### src/rtl/yuv_frame_ctrl_pkg.sv
// Shared types and constants for the frame sequencer and its timing counter.
// Latency: n/a (declarations only).
// Backpressure: n/a; the raster runs free at one pixel per clock.
package yuv_pkg;

    // Counter width; covers both the 800-clock line and the 525-line frame
    localparam int CNT_W = 10;

    // Colour-space converter latency, used by downstream alignment logic
    localparam int CONV_LAT = 3;

    typedef enum logic [1:0] {
        MODE_RGB = 2'd0,
        MODE_Y   = 2'd1,
        MODE_U   = 2'd2,
        MODE_V   = 2'd3
    } mode_e;

    typedef enum logic [1:0] {
        ST_IDLE      = 2'd0,
        ST_RUN       = 2'd1,
        ST_STOP_PEND = 2'd2
    } state_e;

    // Timing word carried down the fetch-alignment delay line (syncs active-high)
    typedef struct packed {
        logic hs;
        logic vs;
        logic blank;
    } tim_t;

    localparam tim_t TIM_IDLE = '{hs: 1'b0, vs: 1'b0, blank: 1'b1};

    // True when lo <= val < hi
    function automatic logic in_win(input logic [CNT_W-1:0] val,
                                    input logic [CNT_W-1:0] lo,
                                    input logic [CNT_W-1:0] hi);
        return (val >= lo) && (val < hi);
    endfunction

endpackage

### src/rtl/yuv_frame_ctrl_if.sv
// Bundle of the sequencer's control inputs and raster/status outputs.
// Latency: n/a (wiring only).
// Backpressure: none; o_pix_req is a free-running strobe the frame buffer must accept.
interface yuv_frame_ctrl_if;
    logic       i_enable;
    logic [1:0] i_mode_sel;
    logic       o_pix_req;
    logic [9:0] o_x;
    logic [8:0] o_y;
    logic       o_HSYNC;
    logic       o_VSYNC;
    logic       o_BLANK;
    logic [1:0] o_mode;
    logic       o_mode_upd;
    logic       o_frame_start;
    logic       o_busy;

    // Sequencer side
    modport master (
        input  i_enable, i_mode_sel,
        output o_pix_req, o_x, o_y, o_HSYNC, o_VSYNC, o_BLANK,
        output o_mode, o_mode_upd, o_frame_start, o_busy
    );

    // Environment side
    modport slave (
        output i_enable, i_mode_sel,
        input  o_pix_req, o_x, o_y, o_HSYNC, o_VSYNC, o_BLANK,
        input  o_mode, o_mode_upd, o_frame_start, o_busy
    );
endinterface

### src/rtl/yuv_frame_ctrl_timing.sv
// Horizontal/vertical raster counters with combinational sync/active decode.
// Latency: decode is combinational from the current counter values.
// Backpressure: none; counters advance every clock while cnt_en_i is high.
module vid_timing_cnt
    import yuv_pkg::*;
#(
    parameter int H_ACTIVE = 640,
    parameter int H_FP     = 16,
    parameter int H_SYNC   = 96,
    parameter int H_BP     = 48,
    parameter int V_ACTIVE = 480,
    parameter int V_FP     = 10,
    parameter int V_SYNC   = 2,
    parameter int V_BP     = 33
) (
    input  logic             clk,
    input  logic             rst,
    input  logic             cnt_en_i,
    output logic [CNT_W-1:0] h_cnt_o,
    output logic [8:0]       row_o,
    output logic             last_o,
    output logic             active_o,
    output logic             hsync_o,
    output logic             vsync_o
);
    localparam logic [CNT_W-1:0] H_LAST = CNT_W'(H_ACTIVE + H_FP + H_SYNC + H_BP - 1);
    localparam logic [CNT_W-1:0] V_LAST = CNT_W'(V_ACTIVE + V_FP + V_SYNC + V_BP - 1);
    localparam logic [CNT_W-1:0] H_ACT  = CNT_W'(H_ACTIVE);
    localparam logic [CNT_W-1:0] V_ACT  = CNT_W'(V_ACTIVE);
    localparam logic [CNT_W-1:0] HS_BEG = CNT_W'(H_ACTIVE + H_FP);
    localparam logic [CNT_W-1:0] HS_END = CNT_W'(H_ACTIVE + H_FP + H_SYNC);
    localparam logic [CNT_W-1:0] VS_BEG = CNT_W'(V_ACTIVE + V_FP);
    localparam logic [CNT_W-1:0] VS_END = CNT_W'(V_ACTIVE + V_FP + V_SYNC);

    logic [CNT_W-1:0] h_q, h_d, v_q, v_d;
    logic             h_last;

    assign h_last = (h_q == H_LAST);

    // Next counter values: h wraps into a v increment, v wraps at frame end
    always_comb begin
        h_d = h_q;
        v_d = v_q;
        if (cnt_en_i) begin
            if (h_last) begin
                h_d = '0;
                v_d = (v_q == V_LAST) ? '0 : v_q + 1'b1;
            end else begin
                h_d = h_q + 1'b1;
            end
        end
    end

    // Counter registers
    always_ff @(posedge clk or posedge rst) begin
        if (rst) begin
            h_q <= '0;
            v_q <= '0;
        end else begin
            h_q <= h_d;
            v_q <= v_d;
        end
    end

    assign h_cnt_o  = h_q;
    assign row_o    = v_q[8:0];
    assign last_o   = h_last && (v_q == V_LAST);
    assign active_o = (h_q < H_ACT) && (v_q < V_ACT);
    assign hsync_o  = in_win(h_q, HS_BEG, HS_END);
    assign vsync_o  = in_win(v_q, VS_BEG, VS_END);

endmodule

### src/rtl/yuv_frame_ctrl.sv
// Frame sequencer: run/stop FSM, pixel fetch requests, fetch-aligned syncs, frame-boundary mode latch.
// Latency: o_pix_req 1 clock after the counter position; syncs/blank a further FETCH_LAT clocks.
// Backpressure: none; fetches are issued one per clock and the frame buffer must keep up.
module yuv_frame_ctrl
    import yuv_pkg::*;
#(
    parameter int H_ACTIVE  = 640,
    parameter int H_FP      = 16,
    parameter int H_SYNC    = 96,
    parameter int H_BP      = 48,
    parameter int V_ACTIVE  = 480,
    parameter int V_FP      = 10,
    parameter int V_SYNC    = 2,
    parameter int V_BP      = 33,
    parameter int SYNC_POL  = 0,
    parameter int FETCH_LAT = 2
) (
    input  logic             clk,
    input  logic             rst,
    yuv_frame_ctrl_if.master bus
);
    localparam logic SYNC_ACT = 1'(SYNC_POL);

    state_e           state_q, state_d;
    logic             running;
    logic [CNT_W-1:0] h_cnt;
    logic [8:0]       row;
    logic             last, active, hsync, vsync;

    logic             frame_start_d, frame_start_q;
    logic             pix_req_d, pix_req_q;
    logic [9:0]       x_d, x_q;
    logic [8:0]       y_d, y_q;
    mode_e            mode_d, mode_q;
    logic             mode_upd_d, mode_upd_q;
    tim_t             tim_d;
    tim_t             dly_q [FETCH_LAT+1];

    assign running = (state_q != ST_IDLE);

    vid_timing_cnt #(
        .H_ACTIVE (H_ACTIVE), .H_FP (H_FP), .H_SYNC (H_SYNC), .H_BP (H_BP),
        .V_ACTIVE (V_ACTIVE), .V_FP (V_FP), .V_SYNC (V_SYNC), .V_BP (V_BP)
    ) u_cnt (
        .clk      (clk),
        .rst      (rst),
        .cnt_en_i (running),
        .h_cnt_o  (h_cnt),
        .row_o    (row),
        .last_o   (last),
        .active_o (active),
        .hsync_o  (hsync),
        .vsync_o  (vsync)
    );

    // Run/stop sequencing; a stop request only takes effect at a frame boundary
    always_comb begin
        state_d = state_q;
        case (state_q)
            ST_IDLE:      if (bus.i_enable) state_d = ST_RUN;
            ST_RUN:       if (!bus.i_enable) state_d = ST_STOP_PEND;
            ST_STOP_PEND: begin
                if (bus.i_enable)  state_d = ST_RUN;
                else if (last)     state_d = ST_IDLE;
            end
            default:      state_d = ST_IDLE;
        endcase
    end

    // Next values of all registered raster outputs and the mode latch
    always_comb begin
        frame_start_d = (state_q == ST_IDLE && bus.i_enable) ||
                        (running && last && state_d != ST_IDLE);
        pix_req_d     = running && active;
        x_d           = x_q;
        y_d           = y_q;
        if (pix_req_d) begin
            x_d = h_cnt;
            y_d = row;
        end
        tim_d = TIM_IDLE;
        if (running) begin
            tim_d = '{hs: hsync, vs: vsync, blank: ~active};
        end
        mode_d     = mode_q;
        mode_upd_d = 1'b0;
        if (running && last) begin
            mode_d     = mode_e'(bus.i_mode_sel);
            mode_upd_d = (bus.i_mode_sel != mode_q);
        end
    end

    // State and output registers
    always_ff @(posedge clk or posedge rst) begin
        if (rst) begin
            state_q       <= ST_IDLE;
            frame_start_q <= 1'b0;
            pix_req_q     <= 1'b0;
            x_q           <= '0;
            y_q           <= '0;
            mode_q        <= MODE_RGB;
            mode_upd_q    <= 1'b0;
        end else begin
            state_q       <= state_d;
            frame_start_q <= frame_start_d;
            pix_req_q     <= pix_req_d;
            x_q           <= x_d;
            y_q           <= y_d;
            mode_q        <= mode_d;
            mode_upd_q    <= mode_upd_d;
        end
    end

    // Stage 0 aligns timing with o_pix_req; FETCH_LAT more stages match the read latency
    always_ff @(posedge clk or posedge rst) begin
        if (rst) begin
            for (int i = 0; i <= FETCH_LAT; i++) dly_q[i] <= TIM_IDLE;
        end else begin
            dly_q[0] <= tim_d;
            for (int i = 1; i <= FETCH_LAT; i++) dly_q[i] <= dly_q[i-1];
        end
    end

    assign bus.o_pix_req     = pix_req_q;
    assign bus.o_x           = x_q;
    assign bus.o_y           = y_q;
    assign bus.o_HSYNC       = dly_q[FETCH_LAT].hs ? SYNC_ACT : ~SYNC_ACT;
    assign bus.o_VSYNC       = dly_q[FETCH_LAT].vs ? SYNC_ACT : ~SYNC_ACT;
    assign bus.o_BLANK       = dly_q[FETCH_LAT].blank;
    assign bus.o_mode        = mode_q;
    assign bus.o_mode_upd    = mode_upd_q;
    assign bus.o_frame_start = frame_start_q;
    assign bus.o_busy        = running;

endmodule

### src/flat_wrapper.sv
// flat-port wrapper written by rule: the top's interface ports become plain ports
module yuv_frame_ctrl_flat import yuv_pkg::*;
#(
    parameter int H_ACTIVE  = 640,
    parameter int H_FP      = 16,
    parameter int H_SYNC    = 96,
    parameter int H_BP      = 48,
    parameter int V_ACTIVE  = 480,
    parameter int V_FP      = 10,
    parameter int V_SYNC    = 2,
    parameter int V_BP      = 33,
    parameter int SYNC_POL  = 0,
    parameter int FETCH_LAT = 2
)
  (clk, rst, bus_i_enable, bus_i_mode_sel, bus_o_pix_req, bus_o_x, bus_o_y, bus_o_HSYNC, bus_o_VSYNC, bus_o_BLANK, bus_o_mode, bus_o_mode_upd, bus_o_frame_start, bus_o_busy);
  yuv_frame_ctrl_if bus_i ();
  input  logic clk;
  input  logic rst;
  input wire logic [$bits(bus_i.i_enable)-1:0] bus_i_enable;
  input wire logic [$bits(bus_i.i_mode_sel)-1:0] bus_i_mode_sel;
  output wire logic [$bits(bus_i.o_pix_req)-1:0] bus_o_pix_req;
  output wire logic [$bits(bus_i.o_x)-1:0] bus_o_x;
  output wire logic [$bits(bus_i.o_y)-1:0] bus_o_y;
  output wire logic [$bits(bus_i.o_HSYNC)-1:0] bus_o_HSYNC;
  output wire logic [$bits(bus_i.o_VSYNC)-1:0] bus_o_VSYNC;
  output wire logic [$bits(bus_i.o_BLANK)-1:0] bus_o_BLANK;
  output wire logic [$bits(bus_i.o_mode)-1:0] bus_o_mode;
  output wire logic [$bits(bus_i.o_mode_upd)-1:0] bus_o_mode_upd;
  output wire logic [$bits(bus_i.o_frame_start)-1:0] bus_o_frame_start;
  output wire logic [$bits(bus_i.o_busy)-1:0] bus_o_busy;
  assign bus_i.i_enable = bus_i_enable;
  assign bus_i.i_mode_sel = bus_i_mode_sel;
  assign bus_o_pix_req = bus_i.o_pix_req;
  assign bus_o_x = bus_i.o_x;
  assign bus_o_y = bus_i.o_y;
  assign bus_o_HSYNC = bus_i.o_HSYNC;
  assign bus_o_VSYNC = bus_i.o_VSYNC;
  assign bus_o_BLANK = bus_i.o_BLANK;
  assign bus_o_mode = bus_i.o_mode;
  assign bus_o_mode_upd = bus_i.o_mode_upd;
  assign bus_o_frame_start = bus_i.o_frame_start;
  assign bus_o_busy = bus_i.o_busy;
  yuv_frame_ctrl #(.H_ACTIVE(H_ACTIVE), .H_FP(H_FP), .H_SYNC(H_SYNC), .H_BP(H_BP), .V_ACTIVE(V_ACTIVE), .V_FP(V_FP), .V_SYNC(V_SYNC), .V_BP(V_BP), .SYNC_POL(SYNC_POL), .FETCH_LAT(FETCH_LAT)) u_core (.clk(clk), .rst(rst), .bus(bus_i));
endmodule
### config.mk
export PLATFORM = sky130hd
export DESIGN_NAME = yuv_frame_ctrl_flat
export DESIGN_NICKNAME = d
export VERILOG_FILES = /design/src/rtl/yuv_frame_ctrl_pkg.sv /design/src/rtl/yuv_frame_ctrl_if.sv /design/src/rtl/yuv_frame_ctrl_timing.sv /design/src/rtl/yuv_frame_ctrl.sv /design/src/flat_wrapper.sv
export SDC_FILE = /design/constraint.sdc
export NUM_CORES = 1
export LEC_CHECK = 0
export CAP_MARGIN = 15
export CELL_PAD_IN_SITES_DETAIL_PLACEMENT = 0
export CELL_PAD_IN_SITES_GLOBAL_PLACEMENT = 1
export CORE_MARGIN = 5
export CORE_UTILIZATION = 30
export CTS_BUF_LIST = sky130_fd_sc_hd__clkbuf_2
export CTS_CLUSTER_SIZE = 12
export DETAILED_ROUTE_END_ITERATION = 7
export PLACE_DENSITY = 0.58
export SYNTH_ARGS = -nofsm -noshare
export SYNTH_HDL_FRONTEND = slang
export SYNTH_SLANG_ARGS = --single-unit
### constraint.sdc
create_clock -name clk -period 1.64 [get_ports clk]
set_input_delay 0.164 -clock clk [delete_from_list [all_inputs] [get_ports clk]]
set_output_delay 0.164 -clock clk [all_outputs]
set_load 0.05 [all_outputs]
==> results.yml <==
cts:
  cts_root_buf: "clkbuf_2"
  clk_latency_ns: 0.44
  clock-sinks: 55
  cts_buffers: 5
  cts.reportedPaths.clkPinSlew_ns: 0.28
  tritoncts: "built"
  cts.path.max_buffers: 2
  cts_hold_buffers: 0
  htreeDepth: 2
pwr:
  clkPwrFrac_pct: 15.9
  seqPwrFrac_pct: 50.4
  powerDensity_mw_per_mm2: 1024
  leakagePower_nw: 1.587
  combPwrFrac_pct: 33.8
  intPower_mw: 2.103
  switchingPower_mw: 1.209
  p_total_mw: 3.312
  ir_drop_v: 0.0003729
  swShare_pct: 36.51
critical_path:
  startpoint_type: "register"
  cp_max_fo: 5
  crit_path_end_kind: "register"
  required_ns: 2.04
  crit_type: "reg -> reg"
  crit_arrival_ns: 2.07
yosys:
  yosysTopAreaCell: "dfrtp_1"
  avgSynthCellArea_um2: 12.37
  synth_top_family_by_area: "simple AND/OR/NAND/NOR gates"
  syn_nets: 209
  synth_compound_area_share_pct: 7.381
  synth_cell_type_count: 48
  synth_xor_area_share_pct: 4.247
  yosys_warnings: 0
  ys_top_cells_by_area: "dfrtp_1 (53%), mux2_2 (5.0%), mux2_4 (4.9%)"
  synth_cells: 200
  netlist_area_mm2: 0.002475
  synthMuxAreaShare_pct: 9.858
  synthAdderAreaFrac_pct: 2.022
  synth-seq-area-share_pct: 55.76
  ys_ff_latch: 55
  synthSimpleGateAreaFrac_pct: 16.99
  yosysTopAreaCellShare_pct: 52.58
sta:
  slew_headroom_pct: 74.33
  fin_skew_ns: 0.03274
  drv_slew: 0
  tightest_slew_ns: 0.3816
  timing.final.crit_share_pct: 101.7
  period_minus_slack_ns: 1.668
  setup_viol_count_final: 1
  worst_slack_ns: -0.02823
  maxClockFrequency_mhz: 599.4
  fin_setup_tns_ns: -0.02823
  hold_viol_final: 0
  grt_setup_unrepaired: "yes"
worst_hold_path:
  hp-class: "in -> async"
route:
  wire_per_inst_um: 14.03
  vias: 1708
  ant_nets: 0
  drt-initial-drc-count: 64
  remaining_drc_errors: 0
  vias_per_cell: 4.519
  routed_wl_um: 5303
  first_pass_iters: 4
cells_and_area:
  fin_area_mm2: 0.003234
  area_growth_pct: 30.69
  nFillCells: 795
  antenna_cells_inserted: 0
  final_util_pct: 39.76
  nNetsFinal: 281
  multiInputGateArea_mm2: 0.001076
  stdcell_count: 378
  drive_above_1_share_pct: 43.22
  regArea_mm2: 0.001383
grt:
  grt_pass1_wl_um: 8818
  global_route.usage.total_pct: 10.98
  grt.overflow.total: 0
  grt_max_degree: 56
  grt_pass1_vias: 1769
  antenna_found_initial: 0
floorplan:
  die_w_um: 100.8
  io_pins: 33
  die-area_mm2: 0.01017
  initial_core_util_pct: 30.43
  dieHeight_um: 100.8
  core.rowCount: 33
  core_area_mm2: 0.008134
run_status:
  status: "finished with violations"
  violations: "negative setup slack"
place:
  place_congestion: 0.7456
  placed_cells: 360
  portBuffers: 32
  place_area_mm2: 0.003052
  dpl.hpwl_um: 3610
job:
  max-cap-violations: 0
-- through the flow --
| stage | setup slack, ns | hold WS [ns] |
|---|---|---|
| after floorplan | 0.008548 | 0.3129 |
| after global placement | -0.01479 | 0.3342 |
| after detailed placement | -0.002532 | 0.3355 |
| after CTS | -0.01982 | 0.02180 |
| after global routing | -0.09484 | 0.008889 |
| final | -0.02823 | 0.04448 |
-- power groups by stage --
stage / Combinational (mW) / Sequential [mW] / Clock, mW
after floorplan: 0.380 / 2.00 / 0
after global placement: 1.07 / 1.68 / 0
after detailed placement: 1.07 / 1.69 / 0
after CTS: 1.10 / 1.66 / 0.561
after global routing: 1.21 / 1.70 / 0.615
final: 1.12 / 1.67 / 0.526
-- worst max-delay path, stage by stage, from the launching register on --
cell	delay, ns
dfrtp_1	0.43
inv_2	0.05
ha_4	0.15
and4bb_1	0.21
and3_4	0.20
or4_1	0.49
o21ai_1	0.10
-- cell usage in the layout, fill, tap and decap left out, drive strengths merged, types with 7 or more instances in the layout --
| cell | Yosys | final |
|---|---|---|
| inv | 12 | 12 |
| o21ai | 10 | 10 |
| clkbuf | 2 | 7 |
| nor2 | 10 | 10 |
| dfrtp | 52 | 52 |
| xor2 | 7 | 7 |
| buf | 4 | 66 |
| nand2 | 14 | 15 |
| mux2 | 19 | 19 |
-- cell families (layout without fill, tap and decap cells) --
kind of cell,after synthesis,in the layout
simple gates,65,66
flops,55,55
compound gates,27,27
mux,19,19
buf+inv,18,90
xor+xnor,12,12
fa+ha+maj,4,4
-- sequential cells by signal (all words and copies together), names as in the netlist --
signal,count
u_core.bus.o_BLANK,1
u_core.bus.o_frame_start,1
u_core.bus.o_mode,2
u_core.bus.o_mode_upd,1
u_core.bus.o_pix_req,1
u_core.bus.o_x,10
u_core.bus.o_y,9
u_core.dly_q,8
u_core.state_q,2
u_core.u_cnt.h_cnt_o,10
u_core.u_cnt.v_q,10
-- path summary, 6_finish.rpt --
path	depth (start not counted)	slack (ns)	endpoint	start
max	6	-0.03	u_core.u_cnt.v_q[4]$_DFFE_PP0P_	u_core.u_cnt.v_q[0]$_DFFE_PP0P_
min	3	0.04	u_core.u_cnt.v_q[3]$_DFFE_PP0P_	rst
max reg2reg	6	-0.03	u_core.u_cnt.v_q[4]$_DFFE_PP0P_	u_core.u_cnt.v_q[0]$_DFFE_PP0P_
min reg2reg	0	0.37	u_core.dly_q[3]$_DFF_PP1_	u_core.dly_q[6]$_DFF_PP1_
max in group asynchronous	3	1.29	u_core.dly_q[6]$_DFF_PP1_	rst
min in group clk	3	0.34	u_core.bus.o_mode_upd$_DFF_PP0_	bus_i_mode_sel[1]
-- timing repair --
| item | 4_1_cts | 5_1_grt |
|---|---|---|
| endpoints found under the setup margin | 7 | 20 |
| cloned | 0 | 1 |
| setup buffers | 6 | 3 |
| gates resized for setup | 7 | 11 |
| pin swaps | 3 | 3 |
-- layout make-up --
class	instances	area share [%]
inverters	12	1.393
multi-input cells	128	33.27
clock buffers	7	1.083
well taps	105	4.062
flip-flops and latches	55	42.75
repair buffers	70	17.29
clock inverters	1	0.1547
-- Yosys cell counts (all sizes together) --
library cell,count
buf,4
nor4,4
o2111ai,1
a21o,2
o21ai,10
a21boi,3
nor4b,2
and4,1
dfrtp,52
o22ai,1
nand3,5
nand2,14
nor2,10
and4bb,2
xnor2,5
inv,12
and2b,1
or4,4
nor3,6
nor2b,1
a22o,1
nand4,3
mux2,19
o31ai,1
or3,1
nand4b,1
nand2b,2
ha,4
xor2,7
and2,1
o2bb2ai,1
nand3b,1
nor3b,1
and3b,1
clkbuf,2
a21oi,6
a211oi,1
and3,4
dfstp,3
-- routing by layer --
metal / up-vias / part of all wire, % / GRT usage (%) / wire length, um
met5: - / 0 / 0 / 0
met3: 5 / 3.9 / 2.076 / 209
met2: 33 / 45 / 16.30 / 2381
met1: 823 / 50 / 16.11 / 2640
met4: 0 / 1.3 / 3.420 / 71
li1: 847 / - / - / -
Power figures use the tool's default switching activity.
